## src/rtl/uart_rx_fifo.sv

```systemverilog
// UART receiver with configurable frame format and a receive FIFO carrying per-frame error flags.
// Frames arriving while the FIFO is full are dropped and flagged with a sticky overrun.
module uart_rx_fifo #(
    parameter int unsigned DATA_BITS  = 8,
    parameter int unsigned FIFO_DEPTH = 4,
    parameter int unsigned CNT_W      = $clog2(FIFO_DEPTH) + 1
) (
    input  logic                 clock_i,
    input  logic                 reset_i,
    input  logic                 serial_i,
    input  logic [15:0]          clock_divider_i,
    input  logic                 parity_bit_i,
    input  logic                 parity_even_i,
    input  logic                 two_stop_i,
    input  logic                 ack_i,
    input  logic                 clear_i,
    output logic [DATA_BITS-1:0] data_o,
    output logic                 parity_err_o,
    output logic                 frame_err_o,
    output logic                 ready_o,
    output logic [CNT_W-1:0]     count_o,
    output logic                 overrun_o
);

    localparam int unsigned AW  = $clog2(FIFO_DEPTH);
    localparam int unsigned PW  = AW + 1;
    localparam int unsigned EW  = DATA_BITS + 2;
    localparam int unsigned BCW = 4;

    typedef enum logic [2:0] {IDLE, START, DATA, PARITY, STOP1, STOP2} state_t;

    state_t               state_q, state_n;
    logic                 s1_q, s2_q, rx_q, rx;
    logic [15:0]          timer_q, timer_n, div_q, div_n, div_sel;
    logic [DATA_BITS-1:0] shift_q, shift_n;
    logic [BCW-1:0]       bit_q, bit_n;
    logic                 perr_q, perr_n, ferr_q, ferr_n;
    logic                 expire, push_c;
    logic [EW-1:0]        push_entry;

    assign rx      = s2_q;
    assign expire  = (timer_q == 16'd0);
    assign div_sel = (clock_divider_i < 16'd2) ? 16'd2 : clock_divider_i;

    // Synchroniser, edge-detect history and receiver state
    always_ff @(posedge clock_i or negedge reset_i) begin
        if (!reset_i) begin
            s1_q    <= 1'b1;
            s2_q    <= 1'b1;
            rx_q    <= 1'b1;
            state_q <= IDLE;
            timer_q <= 16'd0;
            div_q   <= 16'd2;
            shift_q <= '0;
            bit_q   <= '0;
            perr_q  <= 1'b0;
            ferr_q  <= 1'b0;
        end else begin
            s1_q    <= serial_i;
            s2_q    <= s1_q;
            rx_q    <= rx;
            state_q <= state_n;
            timer_q <= timer_n;
            div_q   <= div_n;
            shift_q <= shift_n;
            bit_q   <= bit_n;
            perr_q  <= perr_n;
            ferr_q  <= ferr_n;
        end
    end

    // Bit timing and frame decode; every bit is sampled on timer expiry
    always_comb begin
        state_n = state_q;
        timer_n = timer_q;
        div_n   = div_q;
        shift_n = shift_q;
        bit_n   = bit_q;
        perr_n  = perr_q;
        ferr_n  = ferr_q;
        push_c  = 1'b0;
        if (state_q != IDLE && !expire) begin
            timer_n = timer_q - 16'd1;
        end
        unique case (state_q)
            IDLE: begin
                if (rx_q && !rx) begin
                    div_n   = div_sel;
                    timer_n = (div_sel >> 1) - 16'd1;
                    bit_n   = '0;
                    perr_n  = 1'b0;
                    ferr_n  = 1'b0;
                    state_n = START;
                end
            end
            START: begin
                if (expire) begin
                    if (rx) begin
                        state_n = IDLE;
                    end else begin
                        timer_n = div_q - 16'd1;
                        state_n = DATA;
                    end
                end
            end
            DATA: begin
                if (expire) begin
                    shift_n = {rx, shift_q[DATA_BITS-1:1]};
                    bit_n   = bit_q + BCW'(1);
                    timer_n = div_q - 16'd1;
                    if (bit_q == BCW'(DATA_BITS - 1)) begin
                        state_n = parity_bit_i ? PARITY : STOP1;
                    end
                end
            end
            PARITY: begin
                if (expire) begin
                    perr_n  = rx ^ (^shift_q) ^ ~parity_even_i;
                    timer_n = div_q - 16'd1;
                    state_n = STOP1;
                end
            end
            STOP1: begin
                if (expire) begin
                    ferr_n = ferr_q | ~rx;
                    if (two_stop_i) begin
                        timer_n = div_q - 16'd1;
                        state_n = STOP2;
                    end else begin
                        push_c  = 1'b1;
                        state_n = IDLE;
                    end
                end
            end
            STOP2: begin
                if (expire) begin
                    ferr_n  = ferr_q | ~rx;
                    push_c  = 1'b1;
                    state_n = IDLE;
                end
            end
            default: state_n = IDLE;
        endcase
        push_entry = {ferr_n, perr_n, shift_n};
    end

    logic [EW-1:0] mem [FIFO_DEPTH];
    logic [PW-1:0] wr_q, rd_q;
    logic [EW-1:0] last_q, head, shown;
    logic          empty, full, pop, wr_en, ovf;

    assign empty = (wr_q == rd_q);
    assign full  = (wr_q[AW] != rd_q[AW]) && (wr_q[AW-1:0] == rd_q[AW-1:0]);
    assign pop   = ack_i && !empty;
    assign wr_en = push_c && (!full || pop);
    assign ovf   = push_c && full && !pop;
    assign head  = mem[rd_q[AW-1:0]];

    always_ff @(posedge clock_i) begin
        if (wr_en) begin
            mem[wr_q[AW-1:0]] <= push_entry;
        end
    end

    // Pointers, last popped entry (shown while empty) and sticky overrun
    always_ff @(posedge clock_i or negedge reset_i) begin
        if (!reset_i) begin
            wr_q      <= '0;
            rd_q      <= '0;
            last_q    <= '0;
            overrun_o <= 1'b0;
        end else begin
            if (wr_en) wr_q <= wr_q + PW'(1);
            if (pop) begin
                rd_q   <= rd_q + PW'(1);
                last_q <= head;
            end
            if (ovf) begin
                overrun_o <= 1'b1;
            end else if (clear_i) begin
                overrun_o <= 1'b0;
            end
        end
    end

    assign shown        = empty ? last_q : head;
    assign data_o       = shown[DATA_BITS-1:0];
    assign parity_err_o = shown[DATA_BITS];
    assign frame_err_o  = shown[DATA_BITS+1];
    assign ready_o      = !empty;
    assign count_o      = CNT_W'(wr_q - rd_q);

endmodule

```

## config.mk

```make
export PLATFORM = sky130hd
export DESIGN_NAME = uart_rx_fifo
export DESIGN_NICKNAME = d
export VERILOG_FILES = /design/src/rtl/uart_rx_fifo.sv
export SDC_FILE = /design/constraint.sdc
export NUM_CORES = 1
export LEC_CHECK = 0
export BUFFER_PORTS_ARGS = -buffer_cell sky130_fd_sc_hd__buf_2
export CAP_MARGIN = 20
export CORE_MARGIN = 3
export CORE_UTILIZATION = 55
export CTS_CLUSTER_DIAMETER = 40
export DETAILED_ROUTE_END_ITERATION = 8
export PLACE_DENSITY = 0.83
export SYNTH_ARGS = -nofsm -noshare
export SYNTH_HDL_FRONTEND = slang
export SYNTH_SLANG_ARGS = --single-unit
export TNS_END_PERCENT = 10
```

## constraint.sdc

```tcl
create_clock -name clock_i -period 2.45 [get_ports clock_i]
set_input_delay 0.1225 -clock clock_i [delete_from_list [all_inputs] [get_ports clock_i]]
set_output_delay 0.1225 -clock clock_i [all_outputs]
set_load 0.03 [all_outputs]
```

Yosys cells after proc, flatten, opt, wreduce, memory -nomap -nowiden
Memory sizes are Yosys's and may differ from the RTL's.
Cells that the tools add are included.
{"block": "totals", "register_bits": 69, "ramBits": 40, "input_bits": 24, "output_inout_bits": 15, "word_cells": 108, "n_memories": 1}
{"block": "op_classes", "add_sub_neg": 7, "order_cmp": 1, "eq_ne": 16, "n_mux": 40, "n_bitwise": 5, "reduce_logical": 24}
{"name": "mem", "words": 4, "word_bits": 10, "read_ports": 1, "rd_clocked_by_memory_dff": 0, "write_ports": 1, "line": "147", "rtl": "logic [EW-1:0] mem [FIFO_DEPTH];"}
{"cell": "$mux 16", "count": 8}
{"cell": "$pmux 16 s4", "count": 1}
{"cell": "$sub 16x1->16 const B", "count": 2}
{"cell": "$mux 3", "count": 9}
{"cell": "$pmux 3 s6", "count": 1}
{"cell": "$logic_not 16->1", "count": 1}
{"cell": "$lt 16x2->1 const B", "count": 1}
{"cell": "$mux 8", "count": 2}
{"cell": "$sub 15x1->16 const B", "count": 1}
{"cell": "$ne 2x2->1 const B", "count": 7}
{"cell": "$mux 1", "count": 11}
{"cell": "$mux 10", "count": 1}
{"cell": "$mux 4", "count": 2}
{"cell": "$pmux 4 s2", "count": 1}
{"cell": "$reduce_xor 8->1", "count": 1}
{"cell": "$logic_and 1x1->1", "count": 7}
{"cell": "$reduce_and 7->1", "count": 1}
{"cell": "$add 3x1->3 const B", "count": 2}
{"cell": "$eq 3x2->1 const B", "count": 2}
{"cell": "$eq 3x3->1 const B", "count": 2}
{"cell": "$pmux 1 s2", "count": 3}
{"cell": "$logic_not 1->1", "count": 5}
{"cell": "$add 4x1->4 const B", "count": 1}
{"cell": "$eq 4x3->1 const B", "count": 1}
{"cell": "16 further kinds", "count": 20}

Depth between registers and ports, before layout
Gate-level depths: netlist (run 1).
{"block": "depth", "word_depth": 7, "depth_mapped": 11, "depth_no_buf": 9}

Worst setup path before layout (run 1)
No wires, ideal clock.
{"block": "synth_path", "path_type": "input to register", "startpoint": "input port clock_divider_i[10]", "endpoint": "register timer_q[12]", "setup_ps": 130, "t_arrival_ps": 2288, "required_time_ps": 2320, "setup_slack_ps": 31, "path_stages": 11, "n_path_buf": 2, "path_cell_list": "or4_1 -> clkbuf_1 -> nor4_1 -> nor2_1 -> ha_1 -> or3b_2 -> clkbuf_1 -> nor4_1 -> xor2_1 -> a22oi_1 -> o21ai_0"}
{"block": "synth_between", "elab_chain_len": 5}
{"element": "start, declared", "line": "11", "rtl": "input logic [15:0] clock_divider_i,"}
{"element": "$lt 16x2->1", "line": "43", "rtl": "assign div_sel = (clock_divider_i < 16'd2) ? 16'd2 : clock_divider_i;"}
{"element": "$mux 16 (*)", "line": "43"}
{"element": "$sub 15x1->16 (*)", "line": "89", "rtl": "timer_n = (div_sel >> 1) - 16'd1;"}
{"element": "$mux 16 (*)", "line": "87", "rtl": "if (rx_q && !rx) begin"}
{"element": "$pmux 16 s4 (*)", "line": "85", "rtl": "unique case (state_q)"}
{"element": "net timer_n[12]", "line": "34", "rtl": "logic [15:0] timer_q, timer_n, div_q, div_n, div_sel;"}
{"element": "end signal, assigned", "line": "63", "rtl": "timer_q <= timer_n;"}
{"element": "end, declared", "line": "34"}
Mark *: on every way through the listed nets, which the timed path passes. The rest lies on a longest branch.
A chain may end at the register's enable or synchronous reset.

Final worst setup path (run 1)
{"block": "layout_path", "startpoint": "input port clock_divider_i[7]", "endpoint": "register timer_q[8]"}
The elaborated chain is that of the path after synthesis.

==> key figures, run 1 <==
Job
  • Max-cap violations: 0

Final layout
  • Antenna cells: 0
  • Footprint of the multi-input gates: 2630 um^2
  • Leading cell type in the layout, fill and taps excluded: nand2_1
  • Fill count: around 750
  • Layout Nets: 609
  • FF+latch area: 2930 um^2
  • Syn-to-layout area delta: 15.2%
  • Layout cell share with drive strength beyond 1: 23.5%
  • Most frequent cells in the layout: nand2_1, dfrtp_1, edfxtp_1

Worst setup path
  • Maximum net fanout on the critical path: 6
  • Worst Path Buf+Inv: 2
  • CP startpoint kind: input port
  • CP cell instances: dlygate4sd3_1, buf_2, or3_1, nor4_2, nor2_1, ha_1, or3b_4, or4_1, a31oi_1, a211oi_1, o22ai_1
  • Crit. Startpoint: clock_divider_i[7]
  • CP top delay family: simple AND/OR/NAND/NOR gates
  • CP max-delay cell: dlygate4sd3_1
  • CP Class: in -> reg
  • Crit. End Element: register
  • Crit Reg-Reg Startpoint: timer_q[14]
  • Crit path DAT: between 2 and 3 ns
  • Highest cell delay on the worst timing path: about 0.53 ns
  • Worst EP required: roughly 2.7 ns

STA
  • Max-slew violations: 0
  • Period utilisation layout: roughly 100%
  • Relative slew margins: between 30% and 40%
  • Hold Vio Cnt, Final: 0
  • Final setup vio count: 0
  • Post-layout minimum cycle time: about 2.4 ns
  • Total negative slack: 0 ns
  • Max Freq: between 400 and 500 MHz
  • Clock Skew: roughly 0.013 ns
  • Measured slew at the worst slew-check pin: 0.903 ns
  • RSZ-0062 raised after global routing: yes

Die
  • Full die area: 11,600 um^2
  • Site Rows: 36
  • I/O pin total: 39
  • Die height: roughly 110 um
  • Core area: about 10000 um^2
  • X dimension of the die: 108 um
  • Starting Density: 57.4%

Power
  • Peak supply drop: between 400 and 500 uV
  • PwrDens: approximately 900 nW/um^2
  • Leak: between 2 and 3 nW
  • Total chip power: roughly 6 mW

Clocking
  • Clock transition at the registers of the reported paths: approximately 0.11 ns
  • Clock Latency Late Sink: about 0.38 ns
  • CTS Root Cell: clkbuf_8
  • Htree depth: 3
  • Max clock buf depth: 2
  • Setup Fix Bufs, Post-CTS: 0
  • CTS tree: done
  • CTS buffer count: 9
  • Total clock sinks: around 110

GRT
  • Grt total ovfl: 0
  • Gr usage total: a little over a fifth
  • Largest net degree at the start of global routing: 70
  • Vias in the first global route: 4,134
  • First-pass GRT wire length: a little under 20,000 um
  • Initial antenna violation count: 0

Detailed routing
  • Remaining DRCs: 0
  • Total number of vias: about 4,100
  • WL/cell: roughly 17 um
  • Pre-antenna DRT Iters: 5
  • Drt via density: 5.83
  • Starting DRT DRC Count: 161
  • DRT antenna net count: 0
  • Final wirelength: between 10,000 and 15,000 um

Run status
  • Status: finished, final reports clean

Yosys
  • Sequential element share of the synthesized area: roughly 52%
  • Syn nets: between 500 and 600
  • Flops & latches, synth: 109
  • Post-synth top area cell: dfrtp_1
  • Number of enable flip-flop cells after synthesis: 40
  • Synth top area share: approximately 29%
  • Synthesized area per cell: about 11 um^2
  • Cell variety after synth: between 60 and 70
  • Post-Synthesis Cells: 508
  • Synth area leaders: dfrtp_1, edfxtp_1, nand2_1
  • Mapped cell area: around 5700 um^2
  • Synth Flop Type: dfrtp_1
  • Synth warn: 0
  • Ys async rst share: a little over three fifths

Hold path
  • Hold Path Class: in -> reg
  • Hold Crit Start: clock_divider_i[2]

Place
  • Final Wtd Congestion: around 0.85
  • Final HPWL DP: between 8000 and 9000 um
  • Port Buffers: 38
-- per-layer routing --
metal / up-vias / wire, um / global-route usage, %
met2: 115 / 6200 / 39.6
met1: 2049 / 4970 / 25.6
li1: 1962 / - / -
met4: 0 / 245 / 7.48
met3: 21 / 493 / 4.50
met5: - / 0 / 0
-- synth_stat cells (all sizes together), types with 2 or more instances --
| cell | number |
|---|---|
| nand2 | 89 |
| dfrtp | 65 |
| edfxtp | 40 |
| xor2 | 25 |
| nor2 | 24 |
| mux2 | 23 |
| xnor2 | 22 |
| o21ai | 21 |
| clkbuf | 15 |
| inv | 15 |
| nand3 | 13 |
| nor4 | 13 |
| nor3 | 12 |
| or4 | 12 |
| ha | 11 |
| mux4 | 10 |
| a21oi | 9 |
| o221ai | 9 |
| buf | 8 |
| or3 | 6 |
| and2 | 5 |
| o31ai | 5 |
| a22oi | 4 |
| dfstp | 4 |
| mux2i | 4 |
| nand2b | 4 |
| nor4b | 4 |
| o22ai | 4 |
| a211oi | 3 |
| and3 | 3 |
| nand4 | 3 |
| nor2b | 3 |
| a21o | 2 |
| o31a | 2 |
| or2 | 2 |
-- cells by family after synthesis --
group                      after synthesis  share of synthesized area, %
muxes                                   37                          9.28
DFF                                    109                          51.6
and+or+nand+nor                        197                          18.2
adders and majority gates               12                          2.77
buffers and inverters                   38                          2.68
AOI/OAI and AO/OA                       68                          8.31
xor gates and xnor gates                47                          7.24
-- power by group --
part / total [mW] / switching [mW] / leakage (nW) / internal [mW]
logic: 2.01 / 1.11 / 1.32 / 0.903
registers: 2.72 / 0.451 / 1.24 / 2.27
clock network: 1.19 / 0.684 / 0.113 / 0.508
-- layout make-up --
type | instances | area share [%]
Timing Repair Buffer | 77 | 8.44
Multi-Input combinational cell | 361 | 40.0
Tap cell | 133 | 2.54
Sequential cell | 109 | 44.7
Inverter | 15 | 0.859
Clock inverter | 7 | 1.49
Clock buffer | 9 | 1.89
-- worst reg2reg max path: cells and delay by family (launching register included) --
family / cells / cell delay, ns
and+or+nand+nor: 5 / 1.53
DFF: 1 / 0.45
-- timing repair --
item                                    in CTS  in global routing
resized for setup                            0                  4
hold endpoints to repair                    77                  0
hold buffers                                13                  0
endpoints found under the setup margin       0                 25
-- path summary, 6_finish.rpt --
path	slack [ns]	cells after the start	to
max	0.05	11	timer_q[8]
min reg2reg	0.36	0	rx
max in group asynchronous	1.38	3	state_q[0]
min	0.04	3	div_q[2]
max reg2reg	0.17	5	mem[2][0]
min in group asynchronous	0.46	3	wr_q[0]
-- registers in the layout, indices dropped and copies added, names as in the netlist --
| register | flops |
|---|---|
| wr_q | 3 |
| div_q | 16 |
| s1_q | 1 |
| shift_q | 8 |
| mem | 40 |
| bit_q | 4 |
| rd_q | 3 |
| last_q | 10 |
| ferr_q | 1 |
| perr_q | 1 |
| rx_q | 1 |
| overrun_o | 1 |
| rx | 1 |
| state_q | 3 |
| timer_q | 16 |
-- stage by stage --
stage	setup WS, ns	std cells	hold WS [ns]	instance area [um^2]	util (%)
final	0.0519	711	0.0422	6560	66.1
after global routing	-0.00442	711	0.0436	6560	66.1
after CTS	0.0186	711	0.0331	6530	65.9
after detailed placement	-0.0205	682	0.231	6180	62.4
after global placement	0.0644	682	0.230	6180	62.4
after floorplan	0.0312	508	-0.173	5690	-
Power figures use the tool's default switching activity.
==> run 2, diff against run 1 <==
ABC_AREA = 1   (was not set)
clock period = 2.17 ns   (was 2.45 ns; I/O delays follow)
==> run 2 against run 1 <==
  * Setup slack better by 0.0060 ns
  * Synthesized cell count up 45%
  * Via count up 29%
  * First-iteration DRC count rose to 3.2 times the previous value
  * Sequential share of layout area down 3.0 points
  * Largest power group is now combinational logic
  * Largest cell class unchanged
  * Clock power up 11%
  * Non-clock buffer count up 4
==> key figures, run 2 <==
Run status
  • Status: finished, final reports clean (unchanged)

Clocking
  • Total clock sinks: 109 (unchanged)
  • CTS buffer count: 9 (unchanged)
  • Htree depth: 3 (unchanged)
  • Max clock buf depth: 2 (unchanged)
  • Clock Latency Late Sink: 0.38 ns (about the same)
  • Clock transition at the registers of the reported paths: 0.11 ns (about the same)
  • CTS Root Cell: clkbuf_8 (unchanged)
  • CTS tree: done (unchanged)

Yosys
  • Number of enable flip-flop cells after synthesis: 40 (unchanged)
  • Synth warn: 0 (unchanged)
  • Synthesized area per cell: 8.22 um^2 (was 11.2 um^2)
  • Post-synth top cells: nand2_1, nor2_1, inv_1 (was nand2_1, dfrtp_1, edfxtp_1)
  • Mapped cell area: 6050 um^2 (was 5690 um^2)
  • Most frequent cell after synthesis: nand2_1 (unchanged)
  • Flops & latches, synth: 109 (unchanged)
  • Ys async rst share: 63.3% (unchanged)
  • Synth top area share: 26.9% (was 28.6%)
  • Synth area leaders: dfrtp_1, edfxtp_1, nand2_1 (unchanged)
  • Cell variety after synth: 43 (was 65)
  • Sequential element share of the synthesized area: 48.5% (was 51.6%)
  • Synth Flop Type: dfrtp_1 (unchanged)
  • Post-Synthesis Cells: 736 (was 508)
  • Post-synth top area cell: dfrtp_1 (unchanged)
  • Syn nets: 772 (was 544)

Die
  • Site Rows: 37 (was 36)
  • Die height: 111 um (was 108 um)
  • I/O pin total: 39 (unchanged)
  • X dimension of the die: 111 um (was 108 um)
  • Full die area: 12,300 um^2 (was 11,600 um^2)
  • Core area: 10,500 um^2 (was 9910 um^2)
  • Starting Density: 57.6% (was 57.4%)

Worst setup path
  • CP Class: reg -> out (was in -> reg)
  • Crit path DAT: 2.00 ns (was 2.66 ns)
  • Crit. End Element: output port (was register)
  • CP startpoint kind: register (was input port)
  • Maximum net fanout on the critical path: 4 (was 6)
  • Worst EP required: 2.06 ns (was 2.71 ns)
  • R2R Setup Slk: 0.07 ns (was 0.17 ns)

Power
  • Sw Share: 46.8% (was 37.9%)
  • Leak: 3.16 nW (was 2.67 nW)
  • Int Pwr: 4.74 mW (was 3.68 mW)
  • Reg power frac: 33.7% (was 45.9%)
  • Peak supply drop: 1210 uV (was 478 uV)
  • Switching Power: 4.17 mW (was 2.24 mW)
  • Comb pwr share: 51.5% (was 34.0%)
  • Clock power frac: 14.8% (was 20.1%)
  • PwrDens: 1270 nW/um^2 (was 903 nW/um^2)
  • Total chip power: 8.92 mW (was 5.92 mW)

STA
  • Hold Vio Cnt, Final: 0 (unchanged)
  • Max Freq: between 400 and 500 MHz
  • Final setup vio count: 0 (unchanged)
  • Clock Skew: 0.00830 ns (was 0.0129 ns)
  • Max-slew violations: 0 (unchanged)
  • Post-layout minimum cycle time: ~2.1 ns
  • Setup ws final: 0.0579 ns (was 0.0519 ns)
  • Relative slew margins: 44.5% (was 39.8%)
  • Final Hold Slack: 0.0107 ns (was 0.0422 ns)
  • Period utilisation layout: a little over nine tenths
  • Measured slew at the worst slew-check pin: 0.826 ns (was 0.903 ns)
  • RSZ-0062 raised after global routing: yes (unchanged)

GRT
  • Grt total ovfl: 0 (unchanged)
  • Initial antenna violation count: 0 (unchanged)
  • Vias in the first global route: 5,036 (was 4,134)
  • Gr usage total: 24.4% (was 21.8%)
  • Largest net degree at the start of global routing: 46 (was 70)
  • First-pass GRT wire length: 24,700 um (was 19,900 um)

Place
  • Final HPWL DP: 10,500 um (was 8530 um)
  • Port Buffers: 38 (unchanged)
  • Worst slack at placement: 0.0482 ns (was -0.0205 ns)
  • Final Wtd Congestion: 0.895 (was 0.851)

Hold path
  • Hold Path Class: in -> reg (unchanged)

Detailed routing
  • Drt via density: 5.62 (was 5.83)
  • Total number of vias: 5,356 (was 4,147)
  • WL/cell: 15.8 um (was 16.7 um)
  • Pre-antenna DRT Iters: 7 (was 5)
  • Starting DRT DRC Count: 513 (was 161)
  • DRT antenna net count: 0 (unchanged)
  • Remaining DRCs: 0 (unchanged)
  • Final wirelength: 15,000 um (was 11,900 um)

Job
  • Max-cap violations: 0 (unchanged)

Final layout
  • Max reg flops: 40 (unchanged)
  • Most frequent cells in the layout: nand2_1, nor2_1, inv_1 (was nand2_1, dfrtp_1, edfxtp_1)
  • Layout cell share with drive strength beyond 1: 16.6% (was 23.5%)
  • Layout Nets: 848 (was 609)
  • Syn-to-layout area delta: 16.1% (was 15.2%)
  • Leading cell type in the layout, fill and taps excluded: nand2_1 (unchanged)
  • Antenna cells: 0 (unchanged)
-- run 2: changes by cell type after synthesis, moves of 10 or more --
cell | previous run | this run
o21ai_0 | 21 | 79
or4_1 | 11 | 0
mux4_2 | 10 | 0
nand2_1 | 88 | 153
mux2_2 | 22 | 0
inv_1 | 15 | 89
xor2_1 | 25 | 15
nand3_1 | 13 | 57
nor2_1 | 24 | 92
-- run 2: cell families after synthesis --
family / count (synthesis) / share of synthesized area [%]
AOI/OAI and AO/OA: 123 / 11.4
xor gates and xnor gates: 31 / 4.61
adders and majority gates: 12 / 2.61
buffers and inverters: 110 / 7.16
DFF: 109 / 48.5
and+or+nand+nor: 351 / 25.8
-- run 2: worst paths after layout --
| path | from | end | cells past startpoint |
|---|---|---|---|
| max reg2reg | timer_q[0] | mem[0][7] | 11 |
| max | wr_q[0] | parity_err_o | 9 |
| min reg2reg | s1_q | rx | 0 |
| min in group asynchronous | reset_i | timer_q[6] | 2 |
| min | clock_divider_i[13] | div_q[13] | 3 |
| max in group asynchronous | reset_i | s1_q | 3 |
-- run 2: layer usage --
| layer | wire, um | track usage, % | vias to the layer above |
|---|---|---|---|
| li1 | - | - | 2564 |
| met1 | 6570 | 35.2 | 2481 |
| met2 | 6930 | 37.7 | 284 |
| met3 | 1310 | 4.75 | 27 |
| met4 | 211 | 6.65 | 0 |
| met5 | 0 | 0 | - |
-- run 2: what timing repair did --
action                                  CTS  global route
hold buffers                             11             0
gates resized for setup                   8            27
gates cloned                              1             0
endpoints found under the setup margin   12            89
pin swaps                                 1             4
setup buffers                             5             6
hold endpoints to repair                 34             0
-- run 2: cell type report --
| cell class | instances | area (um^2) |
|---|---|---|
| sequential | 109 | 2940 |
| multi-input combinational | 517 | 2750 |
| timing repair buffer | 81 | 593 |
| tap | 136 | 170 |
| clock buffer | 9 | 124 |
| fill | 789 | 3480 |
| inverter | 93 | 349 |
| clock inverter | 7 | 92.6 |
| timing repair inverter | 1 | 7.51 |
-- run 2: through the flow --
step	utilization (%)	cells	setup TNS, ns	instance area (um^2)
CTS	65.6	947	0	6900
finish	66.9	953	0	7030
global placement	61.9	914	0	6510
floorplan	-	736	-1.86	6050
detailed placement	61.9	914	0	6510
global route	66.9	953	-2.78	7030
-- run 2: power groups by stage --
stage	combinational [mW]	clock [mW]	sequential [mW]
after floorplan	3.15	0	2.93
after global placement	3.97	0	2.99
after detailed placement	4.11	0	3.02
after CTS	4.31	1.32	2.97
after global routing	5.08	1.42	3.07
final	4.59	1.32	3.01
-- run 2: worst max-delay path, stage by stage, from the launching register on --
cell and delay, ns:
dfrtp_1 0.39, inv_2 0.08, ha_4 0.29, nand2_2 0.07, nor2_4 0.18, clkinvlp_4 0.14, buf_4 0.15, nand2_1 0.09
o21ai_1 0.07, buf_4 0.17
